$ cat config.mk
export PLATFORM = sky130hd
export DESIGN_NAME = bip_control_flat
export DESIGN_NICKNAME = d
export VERILOG_FILES = /design/src/rtl/bip_control_if.sv /design/src/rtl/bip_control.sv /design/src/flat_wrapper.sv
export SDC_FILE = /design/constraint.sdc
export NUM_CORES = 1
export LEC_CHECK = 0
export BUFFER_PORTS_ARGS = -buffer_cell sky130_fd_sc_hd__buf_4
export CAP_MARGIN = 20
export CELL_PAD_IN_SITES_DETAIL_PLACEMENT = 0
export CELL_PAD_IN_SITES_GLOBAL_PLACEMENT = 1
export CORE_UTILIZATION = 37
export CTS_CLUSTER_SIZE = 24
export DETAILED_ROUTE_END_ITERATION = 12
export GPL_ROUTABILITY_DRIVEN = 0
export PLACE_DENSITY_LB_ADDON = 0.1
export SLEW_MARGIN = 20
export SYNTH_ARGS = -nofsm -noshare
export SYNTH_HDL_FRONTEND = slang
export SYNTH_SLANG_ARGS = --single-unit
$ cat constraint.sdc
create_clock -name CLK -period 2.47 [get_ports CLK]
set_input_delay 0 -clock CLK [delete_from_list [all_inputs] [get_ports CLK]]
set_output_delay 0 -clock CLK [all_outputs]
set_load 0.05 [all_outputs]
$ cat src/rtl/bip_control_if.sv
// Bus between the BIP control unit and its surroundings.
// The bus carries the program memory fetch, the data memory strobes and
// the DataPath controls, plus START, HALTED and CYCLE_CNT.
//   master : the control unit. It drives addresses, strobes and status,
//            and it reads START and PM_DATA.
//   slave  : program memory, DataPath and the host side.
interface bip_control_if #(
  parameter int PC_W  = 11,
  parameter int OPC_W = 5,
  parameter int OPD_W = 11,
  parameter int CNT_W = 32
);
  logic                   START;
  logic [OPC_W+OPD_W-1:0] PM_DATA;
  logic [PC_W-1:0]        PM_ADDR;
  logic [OPD_W-1:0]       DM_ADDR;
  logic                   RD_RAM;
  logic                   WR_RAM;
  logic [OPD_W-1:0]       OPERAND;
  logic [1:0]             SEL_A;
  logic                   SEL_B;
  logic                   WR_ACC;
  logic                   OP;
  logic                   HALTED;
  logic [CNT_W-1:0]       CYCLE_CNT;

  modport master (
    input  START, PM_DATA,
    output PM_ADDR, DM_ADDR, RD_RAM, WR_RAM, OPERAND,
           SEL_A, SEL_B, WR_ACC, OP, HALTED, CYCLE_CNT
  );

  modport slave (
    output START, PM_DATA,
    input  PM_ADDR, DM_ADDR, RD_RAM, WR_RAM, OPERAND,
           SEL_A, SEL_B, WR_ACC, OP, HALTED, CYCLE_CNT
  );
endinterface

$ cat src/rtl/bip_control.sv
// Control unit of the BIP accumulator processor.
// The unit fetches 16-bit instructions from synchronous program memory.
// It decodes them and drives the DataPath and data memory controls.
// Each instruction takes FETCH -> DECODE -> EXEC. HLT stops the unit in
// HALT until RESET.
// Ports:
//   CLK   : rising-edge clock
//   RESET : synchronous, active-high reset
//   bus   : bip_control_if.master. It carries START and PM_DATA in, and
//           PM_ADDR, DM_ADDR, RD_RAM, WR_RAM, OPERAND, SEL_A, SEL_B,
//           WR_ACC, OP, HALTED and CYCLE_CNT out.
module bip_control #(
  parameter int PC_W  = 11,
  parameter int OPC_W = 5,
  parameter int OPD_W = 11,
  parameter int CNT_W = 32
) (
  input  logic          CLK,
  input  logic          RESET,
  bip_control_if.master bus
);

  localparam int IW = OPC_W + OPD_W;

  localparam logic [OPC_W-1:0] OPC_HLT  = OPC_W'(5'd0);
  localparam logic [OPC_W-1:0] OPC_STO  = OPC_W'(5'd1);
  localparam logic [OPC_W-1:0] OPC_LD   = OPC_W'(5'd2);
  localparam logic [OPC_W-1:0] OPC_LDI  = OPC_W'(5'd3);
  localparam logic [OPC_W-1:0] OPC_ADD  = OPC_W'(5'd4);
  localparam logic [OPC_W-1:0] OPC_ADDI = OPC_W'(5'd5);
  localparam logic [OPC_W-1:0] OPC_SUB  = OPC_W'(5'd6);
  localparam logic [OPC_W-1:0] OPC_SUBI = OPC_W'(5'd7);

  typedef enum logic [2:0] {
    ST_IDLE   = 3'd0,
    ST_FETCH  = 3'd1,
    ST_DECODE = 3'd2,
    ST_EXEC   = 3'd3,
    ST_HALT   = 3'd4
  } state_t;

  state_t           state_r;
  logic [PC_W-1:0]  pc_r;
  logic [IW-1:0]    ir_r;
  logic [CNT_W-1:0] cnt_r;
  logic             wr_acc_r;
  logic             wr_ram_r;
  logic [1:0]       sel_a_r;
  logic             sel_b_r;
  logic             op_r;
  logic             halted_r;

  logic [OPC_W-1:0] pm_opc_s;
  logic [OPC_W-1:0] ir_opc_s;
  logic [OPD_W-1:0] opd_s;
  logic             rd_s;
  logic [CNT_W-1:0] cnt_inc_s;

  // Opcodes that read data memory. These keep RD_RAM high so DM_IN is valid in EXEC.
  function automatic logic is_mem_op(input logic [OPC_W-1:0] opc);
    return (opc == OPC_LD) || (opc == OPC_ADD) || (opc == OPC_SUB);
  endfunction

  assign pm_opc_s = bus.PM_DATA[IW-1:OPD_W];
  assign ir_opc_s = ir_r[IW-1:OPD_W];

  // The counter sticks at all-ones instead of wrapping.
  assign cnt_inc_s = (cnt_r == {CNT_W{1'b1}}) ? cnt_r
                                              : cnt_r + {{(CNT_W-1){1'b0}}, 1'b1};

  // Operand and read strobe. In DECODE they come straight from the memory
  // word, because IR is only loaded at the end of that cycle.
  always_comb begin
    opd_s = ir_r[OPD_W-1:0];
    rd_s  = 1'b0;
    case (state_r)
      ST_DECODE: begin
        opd_s = bus.PM_DATA[OPD_W-1:0];
        rd_s  = is_mem_op(pm_opc_s);
      end
      ST_EXEC: begin
        opd_s = ir_r[OPD_W-1:0];
        rd_s  = is_mem_op(ir_opc_s);
      end
      default: begin
        opd_s = ir_r[OPD_W-1:0];
        rd_s  = 1'b0;
      end
    endcase
  end

  // Sequencer. It holds PC, IR, the cycle counter and the registered EXEC controls.
  always_ff @(posedge CLK) begin
    if (RESET) begin
      state_r  <= ST_IDLE;
      pc_r     <= {PC_W{1'b0}};
      ir_r     <= {IW{1'b0}};
      cnt_r    <= {CNT_W{1'b0}};
      wr_acc_r <= 1'b0;
      wr_ram_r <= 1'b0;
      sel_a_r  <= 2'd0;
      sel_b_r  <= 1'b0;
      op_r     <= 1'b0;
      halted_r <= 1'b0;
    end else begin
      // The EXEC controls are one-cycle pulses. Only DECODE can set them.
      wr_acc_r <= 1'b0;
      wr_ram_r <= 1'b0;
      sel_a_r  <= 2'd0;
      sel_b_r  <= 1'b0;
      op_r     <= 1'b0;
      case (state_r)
        ST_IDLE: begin
          if (bus.START) begin
            state_r <= ST_FETCH;
          end else begin
            state_r <= ST_IDLE;
          end
        end
        ST_FETCH: begin
          cnt_r   <= cnt_inc_s;
          state_r <= ST_DECODE;
        end
        ST_DECODE: begin
          cnt_r <= cnt_inc_s;
          ir_r  <= bus.PM_DATA;
          if (pm_opc_s == OPC_HLT) begin
            state_r  <= ST_HALT;
            halted_r <= 1'b1;
          end else begin
            state_r <= ST_EXEC;
            case (pm_opc_s)
              OPC_STO:  wr_ram_r <= 1'b1;
              OPC_LD:   begin sel_a_r <= 2'd0; wr_acc_r <= 1'b1; end
              OPC_LDI:  begin sel_a_r <= 2'd1; wr_acc_r <= 1'b1; end
              OPC_ADD:  begin sel_a_r <= 2'd2; sel_b_r <= 1'b0; op_r <= 1'b1; wr_acc_r <= 1'b1; end
              OPC_ADDI: begin sel_a_r <= 2'd2; sel_b_r <= 1'b1; op_r <= 1'b1; wr_acc_r <= 1'b1; end
              OPC_SUB:  begin sel_a_r <= 2'd2; sel_b_r <= 1'b0; op_r <= 1'b0; wr_acc_r <= 1'b1; end
              OPC_SUBI: begin sel_a_r <= 2'd2; sel_b_r <= 1'b1; op_r <= 1'b0; wr_acc_r <= 1'b1; end
              default:  wr_acc_r <= 1'b0;  // unknown opcode: NOP
            endcase
          end
        end
        ST_EXEC: begin
          cnt_r   <= cnt_inc_s;
          pc_r    <= pc_r + PC_W'(1'b1);
          state_r <= ST_FETCH;
        end
        ST_HALT: begin
          state_r  <= ST_HALT;
          halted_r <= 1'b1;
        end
        default: begin
          state_r <= ST_IDLE;
        end
      endcase
    end
  end

  assign bus.PM_ADDR   = pc_r;
  assign bus.DM_ADDR   = opd_s;
  assign bus.OPERAND   = opd_s;
  assign bus.RD_RAM    = rd_s;
  assign bus.WR_RAM    = wr_ram_r;
  assign bus.WR_ACC    = wr_acc_r;
  assign bus.SEL_A     = sel_a_r;
  assign bus.SEL_B     = sel_b_r;
  assign bus.OP        = op_r;
  assign bus.HALTED    = halted_r;
  assign bus.CYCLE_CNT = cnt_r;

endmodule

$ cat src/flat_wrapper.sv
// flat-port wrapper written by rule: the top's interface ports become plain ports
module bip_control_flat 
#(
  parameter int PC_W  = 11,
  parameter int OPC_W = 5,
  parameter int OPD_W = 11,
  parameter int CNT_W = 32
)
  (CLK, RESET, bus_START, bus_PM_DATA, bus_PM_ADDR, bus_DM_ADDR, bus_RD_RAM, bus_WR_RAM, bus_OPERAND, bus_SEL_A, bus_SEL_B, bus_WR_ACC, bus_OP, bus_HALTED, bus_CYCLE_CNT);
  bip_control_if #(.PC_W(PC_W), .OPC_W(OPC_W), .OPD_W(OPD_W), .CNT_W(CNT_W)) bus_i ();
  input  logic CLK;
  input  logic RESET;
  input wire logic [$bits(bus_i.START)-1:0] bus_START;
  input wire logic [$bits(bus_i.PM_DATA)-1:0] bus_PM_DATA;
  output wire logic [$bits(bus_i.PM_ADDR)-1:0] bus_PM_ADDR;
  output wire logic [$bits(bus_i.DM_ADDR)-1:0] bus_DM_ADDR;
  output wire logic [$bits(bus_i.RD_RAM)-1:0] bus_RD_RAM;
  output wire logic [$bits(bus_i.WR_RAM)-1:0] bus_WR_RAM;
  output wire logic [$bits(bus_i.OPERAND)-1:0] bus_OPERAND;
  output wire logic [$bits(bus_i.SEL_A)-1:0] bus_SEL_A;
  output wire logic [$bits(bus_i.SEL_B)-1:0] bus_SEL_B;
  output wire logic [$bits(bus_i.WR_ACC)-1:0] bus_WR_ACC;
  output wire logic [$bits(bus_i.OP)-1:0] bus_OP;
  output wire logic [$bits(bus_i.HALTED)-1:0] bus_HALTED;
  output wire logic [$bits(bus_i.CYCLE_CNT)-1:0] bus_CYCLE_CNT;
  assign bus_i.START = bus_START;
  assign bus_i.PM_DATA = bus_PM_DATA;
  assign bus_PM_ADDR = bus_i.PM_ADDR;
  assign bus_DM_ADDR = bus_i.DM_ADDR;
  assign bus_RD_RAM = bus_i.RD_RAM;
  assign bus_WR_RAM = bus_i.WR_RAM;
  assign bus_OPERAND = bus_i.OPERAND;
  assign bus_SEL_A = bus_i.SEL_A;
  assign bus_SEL_B = bus_i.SEL_B;
  assign bus_WR_ACC = bus_i.WR_ACC;
  assign bus_OP = bus_i.OP;
  assign bus_HALTED = bus_i.HALTED;
  assign bus_CYCLE_CNT = bus_i.CYCLE_CNT;
  bip_control #(.PC_W(PC_W), .OPC_W(OPC_W), .OPD_W(OPD_W), .CNT_W(CNT_W)) u_core (.CLK(CLK), .RESET(RESET), .bus(bus_i));
endmodule
Word level (Yosys, flattened, before mapping)
Index checks and enable logic that the tools add are counted.
- add/sub/neg operators: 2
- equal/unequal tests: 16
- mux-type cells: 12
- bitwise gates (word level): 2
- reduce and logical (&&, ||, !) cells: 15
- operators by type and width (kind ; number):
    $add A32 B1 Y32 const B ; 1
    $eq A32 B32 Y1 const B ; 1
    $eq A5 B3 Y1 const B ; 6
    $eq A5 B2 Y1 const B ; 3
    $pmux W3 S5 ; 1
    $add A11 B1 Y11 const B ; 1
    $mux W11 ; 1
    $eq A3 B2 Y1 const B ; 2
    $mux W1 ; 6
    $reduce_or A3 Y1 ; 2
    $reduce_or A6 Y1 ; 1
    $eq A5 B1 Y1 const B ; 1
    $logic_not A5 Y1 ; 1
    $logic_or A1 B1 Y1 ; 4
    $pmux W1 S2 ; 2
    $pmux W2 S2 ; 1
    $reduce_and A2 Y1 ; 2
    $reduce_or A2 Y1 ; 2
    $reduce_or A4 Y1 ; 1
    $eq A3 B1 Y1 const B ; 1
    $eq A3 B3 Y1 const B ; 1
    $logic_not A3 Y1 ; 1
    $mux W3 ; 1
    $ne A2 B1 Y1 const B ; 1
    other kinds (2) ; 3
- register bits after elaboration: 69
- input bits: 19
- output and inout bits: 73
- logic and storage cells: 57

Depth between registers and ports, before layout
- depth after elaboration: 4
- mapped depth: 8
- depth with buffers taken out: 6

Worst setup path after synthesis
OpenSTA, ideal clock, no wires.
- path type: reg2out
- from: register u_core.state_r[1]
- to: output bus_RD_RAM
- arrival time: 2.342 ns
- data required time: 2.470 ns
- slack: 0.128 ns
- stages on the path, launching flop included: 6
- path buffers: 2
- cell sequence: dfxtp_1 buf_2 nor3b_2 buf_2 nand2_1 o21ai_0
- word-level cells in the longest chain between the ends: 2
- elaborated cells on any way between the ends: 3
- classes of those cells: eq/ne (2); mux (1)
- ends and longest elaborated chain (what ; RTL line ; RTL):
    from (decl) ; bip_control.sv:42 ; state_t state_r;
    from (signal assigned) ; bip_control.sv:95 ; state_r <= ST_IDLE;
    from (signal assigned) ; bip_control.sv:115 ; state_r <= ST_FETCH;
    from (signal assigned) ; bip_control.sv:117 ; state_r <= ST_IDLE;
    $eq A3 B2 Y1 ; bip_control.sv:76 ; case (state_r)
    $pmux W1 S2 * ; bip_control.sv:76 ;
    to (decl) ; flat_wrapper.sv:17 ; output wire logic [$bits(bus_i.RD_RAM)-1:0] bus_RD_RAM;
Every way passes the cells marked *; elsewhere a longest branch is shown, timed or not.

Worst setup path in the final report
- from: register u_core.state_r[1]
- to: register u_core.sel_b_r, in the netlist u_core.bus.SEL_B
- word-level cells in the longest chain between the ends: 3
- ends and longest elaborated chain (what ; RTL line ; RTL):
    $eq A3 B2 Y1 ; bip_control.sv:112 ; case (state_r)
    $not A1 Y1 (no source line) ; -- ;
    $reduce_or A3 Y1 (no source line) ; -- ;
    to (signal assigned) ; bip_control.sv:110 ; sel_b_r <= 1'b0;
    to (signal assigned) ; bip_control.sv:136 ; OPC_ADD: begin sel_a_r <= 2'd2; sel_b_r <= 1'b0; op_r <= 1'b1; wr_acc_r <= 1'b1; end
    to (signal assigned) ; bip_control.sv:137 ; OPC_ADDI: begin sel_a_r <= 2'd2; sel_b_r <= 1'b1; op_r <= 1'b1; wr_acc_r <= 1'b1; end
    to (decl) ; bip_control.sv:49 ; logic sel_b_r;
Every way passes these cells.
A chain may end at the register's enable or synchronous reset.

==> results_dict.tcl <==
set metrics [dict create \
    vdd_drop_max_uv 320.5 \
    grt_use_met3_pct 4.660 \
    hold_class "input pin to flop" \
    synth_common_cells "69 x dfxtp_1, 40 x nor2_1, 21 x nand2_1, 19 x xnor2_1" \
    crit_slowest_cell "dlygate4sd3_1" \
    grt_pass1_vias 2521 \
    areaGrowthSynthToFinish_pct 28.97 \
    setup_viol 0 \
    rsz0062_at_grt "no" \
    holdWs_ns 0.02615 \
    power.share.switching_pct 28.81 \
    status "complete, no violations" \
    grt_use_met1_pct 23.60 \
    yosysMostFrequentCell "dfxtp_1" \
    busiest_layer "met2" \
    clock_skew_ns 0.01038 \
    vias 2805 \
    grt_max_degree 62 \
    rows 34 \
    synthTopCellsByArea "dfxtp_1 42%, xnor2_1 5.1%, nor2_1 4.6%" \
    die_x_um 96.31 \
    die_area_sq_um 9275 \
    synth.ff_latch_count 69 \
    ys.flop_type "dfxtp_1" \
    first_pass_iters 4 \
    root_buffer "clkbuf_8" \
    synth_top_area_share_pct 41.98 \
    internal-power_mw 1.856 \
    path_clk_slew_ns 0.08 \
    wl_per_cell_um 14.33 \
    cts_buffer_depth 2 \
    cp.required_ns 2.75 \
    switching_power_mw 0.7510 \
    fin_ws_ns 0.2626 \
    final_area_sq_um 4244 \
    grtUsageMet2_pct 27.54 \
    place_area_sq_um 3959 \
    fmax_mhz 453.0 \
    fill_cells 851 \
    synth_area_sq_um 3291 \
    synthesis.nets 371 \
    finalCritPeriodShare_pct 89.37 \
    comb_power_share_pct 16.7 \
    tritoncts "built" \
    worstSkewPairLatency_ns 0.34 \
    post_cts_buffers 0 \
    worstMarginPinSlew_ns 0.6763 \
    p_clk_share_pct 38.8 \
    worstSetupPathType "flop to flop" \
    final_util_pct 48.90 \
    seq_area_frac_synth_pct 41.98 \
    end_kind "flop" \
    yosys.area.top_type "dfxtp_1" \
    final_max_slew_viol_count 0 \
    numPortBuffers 91 \
    synth_warnings 0 \
    start_util_pct 37.92 \
    dp.cells 524 \
    syn_area_per_cell_sq_um 9.402 \
    antenna_cells 0 \
    synthCells 350 \
    num-nets-final 455 \
    h-tree-depth 3 \
    grt_util_all_layers_pct 17.57 \
    crit_chain "nor3b_2 -> buf_4 -> nor4b_1 -> and3_1 -> dlygate4sd3_1" \
    synth_edf_count 0 \
    antenna_found_initial 0 \
    p_leak_nw 1.672 \
    hold_viol_final 0 \
    setup_tns_ns 0 \
    critPathMaxStageDelay_ns 0.54 \
    grt_pass1_wl_um 12510 \
    core_area_sq_um 8678 \
    regArea_sq_um 1381 \
    vias_per_cell 5.128 \
    drt-initial-drc-count 67 \
    rr_worst_depth 5 \
    worstPathArrival_ns 2.49 \
    totalWireLength_um 7840 \
    clock_sinks 69 \
    ios 92 \
    cap_violations 0 \
    finalCriticalPeriod_ns 2.207 \
    cts_buffers 9 \
    hpwl_um 5395 \
    dieHeight_um 96.31 \
    postSynth.asyncResetShare_pct 0 \
    cp_max_fo 10 \
    gr-total-overflow 0 \
    synth.distinct_cells 53 \
    place_ws_ns 0.3482 \
    holdPathStages 3 \
    route.antenna.remaining_nets 0 \
    drive_above_1_share_pct 31.44 \
    slew_headroom_pct 54.92 \
    start_kind "flop" \
    drc 0 \
    power.share.sequential_pct 44.5 \
    multiInputGateArea_sq_um 1699 \
    fin_cells 547 \
    power_mw 2.607 \
    power-per-cell-area_nw_per_um2 614.2 \
]
## per-layer routing
metal	wire, um	part of all wire, %
met1	3809	49
met2	3576	46
met3	386	4.9
met4	68	0.87
met5	0	0
## cells by family (layout without fill, tap and decap cells)
logic type | count (synthesis) | after routing | share of synthesized area, %
simple gates | 146 | 146 | 24.79
xor+xnor | 28 | 28 | 7.453
fa+ha+maj | 2 | 2 | 0.7603
compound gates | 50 | 50 | 11.94
flops | 69 | 69 | 41.98
mux | 20 | 20 | 6.692
buf+inv | 35 | 124 | 6.388
## repair_timing
action                                 CTS  global route
hold buffers                             7             0
endpoints found under the hold margin   12             0
resized for setup                        0             0
## worst max-delay path: cells and delay by family (launching register included)
family / cells / cell delay, ns
buffers and inverters: 2 / 0.72
and+or+nand+nor: 3 / 0.95
DFF: 1 / 0.48
## layout make-up
class	count	share of cell area [%]
timing repair buffer	104	18.81
sequential	69	32.55
inverter	4	0.3538
clock buffer	10	3.007
tap	108	3.184
multi-input combinational	246	40.04
clock inverter	6	2.064
## sequential cells by signal, indices dropped and copies added, names as in the netlist
signal and flops:
u_core.bus.CYCLE_CNT 32, u_core.bus.HALTED 1, u_core.bus.OP 1, u_core.bus.PM_ADDR 11
u_core.bus.SEL_A 2, u_core.bus.SEL_B 1, u_core.bus.WR_ACC 1, u_core.bus.WR_RAM 1
u_core.ir_r 16, u_core.state_r 3
## power by group through the flow
stage	sequential [mW]	combinational [mW]	clock, mW
3_5_place_dp	1.19	0.428	0
4_1_cts	1.16	0.437	1.05
2_1_floorplan	1.20	0.306	0
3_3_place_gp	1.19	0.426	0
6_report	1.16	0.434	1.01
5_1_grt	1.16	0.468	1.11
## final timing paths
path | from | endpoint | slack, ns
max | u_core.state_r[1] | u_core.bus.SEL_B | 0.26
min | bus_PM_DATA[7] | u_core.ir_r[7] | 0.03
max reg2reg | u_core.state_r[1] | u_core.bus.SEL_B | 0.26
min reg2reg | u_core.bus.HALTED | u_core.bus.HALTED | 0.46
## cells in the final DEF, fill, tap and decap left out, types with 5 or more instances in the layout
| cell type | instances |
|---|---|
| and4_1 | 10 |
| nand4_1 | 8 |
| and2_1 | 5 |
| nand3_1 | 12 |
| nor2b_1 | 11 |
| xnor2_1 | 19 |
| nor3_1 | 6 |
| clkbuf_8 | 9 |
| xor2_1 | 9 |
| o21ai_0 | 9 |
| mux2_2 | 12 |
| dfxtp_1 | 69 |
| or3_1 | 5 |
| dlygate4sd3_1 | 7 |
| a211oi_1 | 7 |
| a21oi_1 | 10 |
| and3_1 | 7 |
| nor2_1 | 40 |
| mux2i_1 | 7 |
| buf_4 | 97 |
| nand2_1 | 21 |
No activity file was read; power rests on OpenSTA's default activity.
